$ cat src/rtl/div_seq.sv
// Multi-cycle restoring divider for the EX stage: 32-step shift-subtract loop
// producing {remainder, quotient}, with a stall request held until the result is ready.
`timescale 1ns/1ps

module div_seq #(
  parameter int WIDTH = 32
) (
  input  logic               clk,
  input  logic               rst,
  input  logic               signed_div_i,
  input  logic [WIDTH-1:0]   opdata1_i,
  input  logic [WIDTH-1:0]   opdata2_i,
  input  logic               start_i,
  input  logic               annul_i,
  output logic [2*WIDTH-1:0] result_o,
  output logic               ready_o,
  output logic               stall_req_o
);

  localparam int CW = $clog2(WIDTH);

  typedef enum logic [1:0] {IDLE, BYZERO, ON, END} state_t;

  state_t           state, state_next;
  logic [CW-1:0]    cnt;
  logic [WIDTH-1:0] dividend;
  logic [WIDTH-1:0] divisor;
  logic [WIDTH-1:0] rem;
  logic             neg_quot;
  logic             neg_rem;
  logic             stall_req;

  logic             a_neg, b_neg;
  logic [WIDTH-1:0] a_mag, b_mag;
  logic [WIDTH:0]   shifted, diff;
  logic             q_bit;
  logic [WIDTH-1:0] rem_step, quot_step, rem_fix, quot_fix;
  logic             last_step;

  // Operand magnitudes and the single restoring step performed each ON cycle
  always_comb begin
    a_neg     = signed_div_i & opdata1_i[WIDTH-1];
    b_neg     = signed_div_i & opdata2_i[WIDTH-1];
    a_mag     = a_neg ? -opdata1_i : opdata1_i;
    b_mag     = b_neg ? -opdata2_i : opdata2_i;
    shifted   = {rem, dividend[WIDTH-1]};
    diff      = shifted - {1'b0, divisor};
    q_bit     = ~diff[WIDTH];
    rem_step  = q_bit ? diff[WIDTH-1:0] : shifted[WIDTH-1:0];
    quot_step = {dividend[WIDTH-2:0], q_bit};
    quot_fix  = neg_quot ? -quot_step : quot_step;
    rem_fix   = neg_rem  ? -rem_step  : rem_step;
    last_step = (cnt == CW'(WIDTH-1));
  end

  always_ff @(posedge clk or posedge rst) begin
    if (rst) state <= IDLE;
    else     state <= state_next;
  end

  // Next-state logic; stall is dropped in END so the pipeline advances as the result is consumed
  always_comb begin
    state_next = state;
    stall_req  = 1'b0;
    unique case (state)
      IDLE: begin
        if (start_i && !annul_i) begin
          stall_req  = 1'b1;
          state_next = (opdata2_i == '0) ? BYZERO : ON;
        end
      end
      BYZERO: begin
        stall_req  = 1'b1;
        state_next = END;
      end
      ON: begin
        if (annul_i) begin
          state_next = IDLE;
        end else begin
          stall_req = 1'b1;
          if (last_step) state_next = END;
        end
      end
      END: begin
        if (annul_i || !start_i) state_next = IDLE;
      end
      default: state_next = IDLE;
    endcase
    if (rst) stall_req = 1'b0;
  end

  assign stall_req_o = stall_req;

  // Datapath: signs are captured at start so the fix-up can be applied on the final step
  always_ff @(posedge clk or posedge rst) begin
    if (rst) begin
      cnt      <= '0;
      dividend <= '0;
      divisor  <= '0;
      rem      <= '0;
      neg_quot <= 1'b0;
      neg_rem  <= 1'b0;
      result_o <= '0;
      ready_o  <= 1'b0;
    end else begin
      unique case (state)
        IDLE: begin
          ready_o  <= 1'b0;
          result_o <= '0;
          if (start_i && !annul_i && (opdata2_i != '0)) begin
            dividend <= a_mag;
            divisor  <= b_mag;
            rem      <= '0;
            cnt      <= '0;
            neg_quot <= a_neg ^ b_neg;
            neg_rem  <= a_neg;
          end
        end
        BYZERO: begin
          result_o <= '0;
          ready_o  <= 1'b1;
        end
        ON: begin
          if (!annul_i) begin
            dividend <= quot_step;
            rem      <= rem_step;
            cnt      <= cnt + CW'(1);
            if (last_step) begin
              result_o <= {rem_fix, quot_fix};
              ready_o  <= 1'b1;
            end
          end
        end
        END: begin
          if (annul_i || !start_i) begin
            ready_o  <= 1'b0;
            result_o <= '0;
          end
        end
        default: begin
          ready_o  <= 1'b0;
          result_o <= '0;
        end
      endcase
    end
  end

endmodule

$ cat config.mk
export PLATFORM = sky130hd
export DESIGN_NAME = div_seq
export DESIGN_NICKNAME = d
export VERILOG_FILES = /design/src/rtl/div_seq.sv
export SDC_FILE = /design/constraint.sdc
export NUM_CORES = 1
export LEC_CHECK = 0
export ABC_CLOCK_PERIOD_IN_PS = 16300
export BUFFER_PORTS_ARGS = -buffer_cell sky130_fd_sc_hd__buf_2
export CORE_ASPECT_RATIO = 0.8
export CORE_MARGIN = 4
export CORE_UTILIZATION = 50
export CTS_CLUSTER_DIAMETER = 40
export DETAILED_ROUTE_END_ITERATION = 16
export PLACE_DENSITY = 0.67
export REMOVE_ABC_BUFFERS = 1
export SYNTH_ARGS = -nofsm -noshare
export SYNTH_HDL_FRONTEND = slang
export SYNTH_SLANG_ARGS = --single-unit
$ cat constraint.sdc
create_clock -name clk -period 16.3 [get_ports clk]
set_clock_uncertainty 0.15 [all_clocks]
set_input_delay 1.63 -clock clk [delete_from_list [all_inputs] [get_ports clk]]
set_output_delay 1.63 -clock clk [all_outputs]
set_load 0.005 [all_outputs]
==> metrics.txt <==
# TYPE chip_impl_metric gauge
chip_impl_metric{name="die_width",unit="um"} 183
chip_impl_metric{name="numPortBuffers",unit=""} 134
chip_impl_info{name="crit-reg2reg-capture",value="result_o[26]"} 1
chip_impl_info{name="critical-path-top-cell-by-count",value="sky130_fd_sc_hd__nand2_1"} 1
chip_impl_info{name="clock_tree.root_cell",value="sky130_fd_sc_hd__clkbuf_16"} 1
chip_impl_metric{name="die_y",unit="um"} 148
chip_impl_metric{name="maximum_number_of_pins_on_one_net_before_global_route_repair",unit=""} 103
chip_impl_metric{name="timing.final.setup_violations",unit=""} 0
chip_impl_info{name="worst_setup_path_start_kind",value="input pin"} 1
chip_impl_metric{name="first_global_vias",unit=""} 10400
chip_impl_metric{name="syn2layout_area_growth",unit="%"} 11.2
chip_impl_metric{name="number_of_enable_type_register_cells_in_the_synthesized_netlist",unit=""} 0
chip_impl_metric{name="async_reset_ff_frac",unit=""} 1.00
chip_impl_metric{name="p_leak",unit="nW"} 6.07
chip_impl_metric{name="antenna_found_initial",unit=""} 0
chip_impl_metric{name="cts.hold.buffers_added",unit=""} 0
chip_impl_metric{name="postSynthCellCount",unit=""} 1524
chip_impl_info{name="hold_path_class",value="register to register"} 1
chip_impl_metric{name="routabilityCongestion",unit=""} 0.945
chip_impl_info{name="ys_dominant_reg_cell",value="sky130_fd_sc_hd__dfrtp_1"} 1
chip_impl_metric{name="ys_seq_elements",unit=""} 170
chip_impl_metric{name="layout.filler_cells",unit=""} 2257
chip_impl_metric{name="portion_of_the_clock_cycle_consumed_by_the_worst_path_in_the_final_layout",unit=""} 0.355
chip_impl_info{name="timing.critical_path.max_delay_family",value="simple AND/OR/NAND/NOR gates"} 1
chip_impl_metric{name="timing.critical_path.required",unit="ns"} 16.42
chip_impl_info{name="min_from",value="result_o[22]"} 1
chip_impl_metric{name="number_of_buffers_created_by_cts",unit=""} 17
chip_impl_metric{name="vdd_drop_max",unit="V"} 0.000136
chip_impl_metric{name="critical_path.max_fanout",unit=""} 31
chip_impl_metric{name="syn-mean-instance-area",unit="sq um"} 8.02
chip_impl_metric{name="globalRoute.totalOverflow",unit=""} 0
chip_impl_metric{name="setup_tns_final",unit="ns"} 0
chip_impl_metric{name="max_slew_violation_count",unit=""} 0
chip_impl_metric{name="worst_slack_at_placement",unit="ns"} 10.12
chip_impl_metric{name="global_route_wire_length_before_repair",unit="um"} 55600
chip_impl_metric{name="grt.total_usage",unit=""} 0.252
chip_impl_metric{name="cts_resized",unit=""} 0
chip_impl_metric{name="multi_input_area",unit="sq um"} 7430
chip_impl_info{name="rsz0062_at_grt",value="no"} 1
chip_impl_metric{name="antenna_violating_nets_post_route",unit=""} 0
chip_impl_metric{name="firstDrtPassIters",unit=""} 5
chip_impl_metric{name="clockBufferDepth",unit=""} 2
chip_impl_info{name="rr_startpoint",value="dividend[31]"} 1
chip_impl_metric{name="hold_viol",unit=""} 0
chip_impl_metric{name="detailed_place_hpwl",unit="um"} 25300
chip_impl_metric{name="synth_cell_type_count",unit=""} 79
chip_impl_info{name="final_common_cell",value="sky130_fd_sc_hd__nand2_1"} 1
chip_impl_metric{name="antenna_cells",unit=""} 0
chip_impl_metric{name="max-slew-margin-rel",unit=""} 0.230
chip_impl_metric{name="detailroute.via_count",unit=""} 11200
chip_impl_metric{name="path_buf_inv",unit=""} 2
chip_impl_metric{name="drt_iter0_drc",unit=""} 944
chip_impl_metric{name="cts.sink_count",unit=""} 170
chip_impl_metric{name="dieArea",unit="sq um"} 27000
chip_impl_info{name="outcome",value="completed"} 1
chip_impl_metric{name="mappedNetlistArea",unit="sq um"} 12200
chip_impl_info{name="critical_path_cell_by_cell",value="buf_2 -> inv_1 -> ha_1 -> nand3_1 -> nor4_1 -> nor3b_1 -> nand2_1 -> or3_1 -> nand3_1 -> nand2_1 -> nand2_1 -> o21ai_0"} 1
chip_impl_metric{name="viasPerCell",unit=""} 5.83
chip_impl_metric{name="max_slew.worst_pin.slew",unit="ns"} 1.15
chip_impl_metric{name="synth_sequential_area_ratio",unit=""} 0.348
chip_impl_info{name="worst_path_max_delay_cell",value="sky130_fd_sc_hd__nand2_1"} 1
chip_impl_metric{name="yosys_warnings",unit=""} 0
chip_impl_metric{name="fmax",unit="GHz"} 0.173
chip_impl_metric{name="timing.reg2reg.worst_path_depth",unit=""} 21
chip_impl_info{name="cts_tree",value="built"} 1
chip_impl_metric{name="worstSkewPairLatency",unit="ns"} 0.44
chip_impl_metric{name="register_area",unit="sq um"} 4250
chip_impl_info{name="worstSetupPathType",value="input pin to register"} 1
chip_impl_metric{name="number_of_primary_i_o_pins",unit=""} 135
chip_impl_metric{name="drt-total-wl",unit="um"} 34300
chip_impl_metric{name="cts.clk_slew.worst_paths",unit="ns"} 0.07
chip_impl_metric{name="start_util",unit=""} 0.516
chip_impl_metric{name="route.detailed.wl_per_inst",unit="um"} 17.8
chip_impl_metric{name="regToRegSetupSlack",unit="ns"} 10.62
chip_impl_info{name="worst_hold_path.endpoint",value="result_o[22]"} 1
chip_impl_metric{name="coreArea",unit="sq um"} 23700
chip_impl_metric{name="timing.max_cap.violations",unit=""} 0
chip_impl_metric{name="cts_htree_levels",unit=""} 4
chip_impl_metric{name="std_cell_rows",unit=""} 50
chip_impl_metric{name="worstHoldPathCells",unit=""} 2
chip_impl_metric{name="cp.arrival",unit="ns"} 5.91
chip_impl_info{name="critPathCaptureType",value="register"} 1
chip_impl_metric{name="final_layout_size_suffix_gt1_frac",unit=""} 0.128
chip_impl_metric{name="post_cts.repair.setup_buffers",unit=""} 0
chip_impl_metric{name="final_critical_path_setup_slack",unit="ns"} 10.51
chip_impl_metric{name="final_net_count",unit=""} 1713
chip_impl_metric{name="finalCriticalPeriod",unit="ns"} 5.79
chip_impl_metric{name="power.density_cell_area",unit="nW/um^2"} 229
chip_impl_metric{name="remaining_routing_drc_violations",unit=""} 0
chip_impl_metric{name="cpPeakStageDelay",unit="ns"} 0.79
chip_impl_info{name="layout_common_cells",value="sky130_fd_sc_hd__nand2_1, sky130_fd_sc_hd__o21ai_0, sky130_fd_sc_hd__dfrtp_1"} 1
-- registers in the layout, summed over array words and instances (netlist names) --
register  flops
dividend     32
state         2
ready_o       1
rem          32
neg_rem       1
cnt           5
result_o     64
neg_quot      1
divisor      32
-- power breakdown --
part,total [mW],switching (mW),internal [mW]
registers,0.677,0.140,0.538
logic,2.03,1.30,0.733
clock network,0.407,0.202,0.205
total,3.12,1.64,1.48
-- worst max path at each step --
stage / start / to / depth (start not counted)
after floorplan: opdata2_i[6] / dividend[10] / 9
after global placement: opdata2_i[0] / rem[3] / 12
after detailed placement: opdata2_i[0] / rem[22] / 12
after CTS: opdata2_i[0] / rem[28] / 12
after global routing: dividend[31] / result_o[26] / 21
final: opdata2_i[0] / rem[13] / 12
-- logic make-up after synthesis --
family,synth area share
adder cells (fa/ha/maj),0.0467
buffers and inverters,0.0467
AND/OR/NAND/NOR,0.197
AO/OA/AOI/OAI,0.233
multiplexers,0.0248
XOR/XNOR,0.104
flip-flops,0.348
-- cell usage after synthesis, drive strengths merged, types with 3 or more instances --
cell    count  area [sq um]
a21o       10          75.1
nor4       16           121
o211ai      7          52.6
nand3      30           150
or3        14          87.6
clkbuf     63           236
nor2b       6          37.5
a21oi     101           505
a211oi      5          42.5
o41ai      16           163
or2         5          31.3
dfrtp     170          4250
o21ai     228          1140
mux2i      28           280
xnor2      68           614
nand2b     19           119
inv        56           210
nand3b      3          22.5
xor2       75           657
nor4b       3          32.5
o31ai      35           273
buf        23           124
ha         44           551
or4        11          82.6
a21boi      4          30.0
o21a        8          60.1
o21bai      5          37.5
nor2       92           345
nor3b       4          30.0
a22o       12           105
nand4      13          81.3
nor3       33           170
a31oi       9          56.3
a22oi       3          22.5
and3        5          31.3
nand2     250           938
o22ai       5          37.5
and2       12          75.1
-- per-layer routing --
metal / share of wire / GRT usage / up-vias / routed length (um)
met4: 0.021 / 0.0637 / 0 / 710
met2: 0.43 / 0.365 / 317 / 14600
met1: 0.50 / 0.388 / 5319 / 17000
met5: 0 / 0 / - / 0
li1: - / - / 5535 / -
met3: 0.057 / 0.0440 / 38 / 1970
-- layout make-up --
cell class / instances / share of cell area
flip-flops and latches: 170 / 0.313
well taps: 312 / 0.0287
inverters: 56 / 0.0158
repair buffers: 142 / 0.0537
clock buffers: 17 / 0.0313
clock inverters: 15 / 0.0111
multi-input cells: 1212 / 0.546
-- worst reg2reg max path: cells and delay by family, from the launching register on --
family | cells | cell delay [ns]
AO/OA/AOI/OAI | 6 | 1.62
flip-flops | 1 | 0.39
XOR/XNOR | 2 | 0.29
buffers and inverters | 3 | 0.68
AND/OR/NAND/NOR | 7 | 1.45
adder cells (fa/ha/maj) | 3 | 0.95
-- metrics by stage --
step	area [sq um]	hold slack [ns]	utilization	power, mW	instances
6_report	13600	0.325	0.574	3.12	1924
3_5_place_dp	13000	0.316	0.549	2.67	1892
4_1_cts	13600	0.332	0.574	3.09	1924
3_3_place_gp	13000	0.309	0.549	2.66	1892
2_1_floorplan	11900	0.300	-	2.16	1438
5_1_grt	13600	0.363	0.574	3.39	1924
No activity file was read; power rests on OpenSTA's default activity.
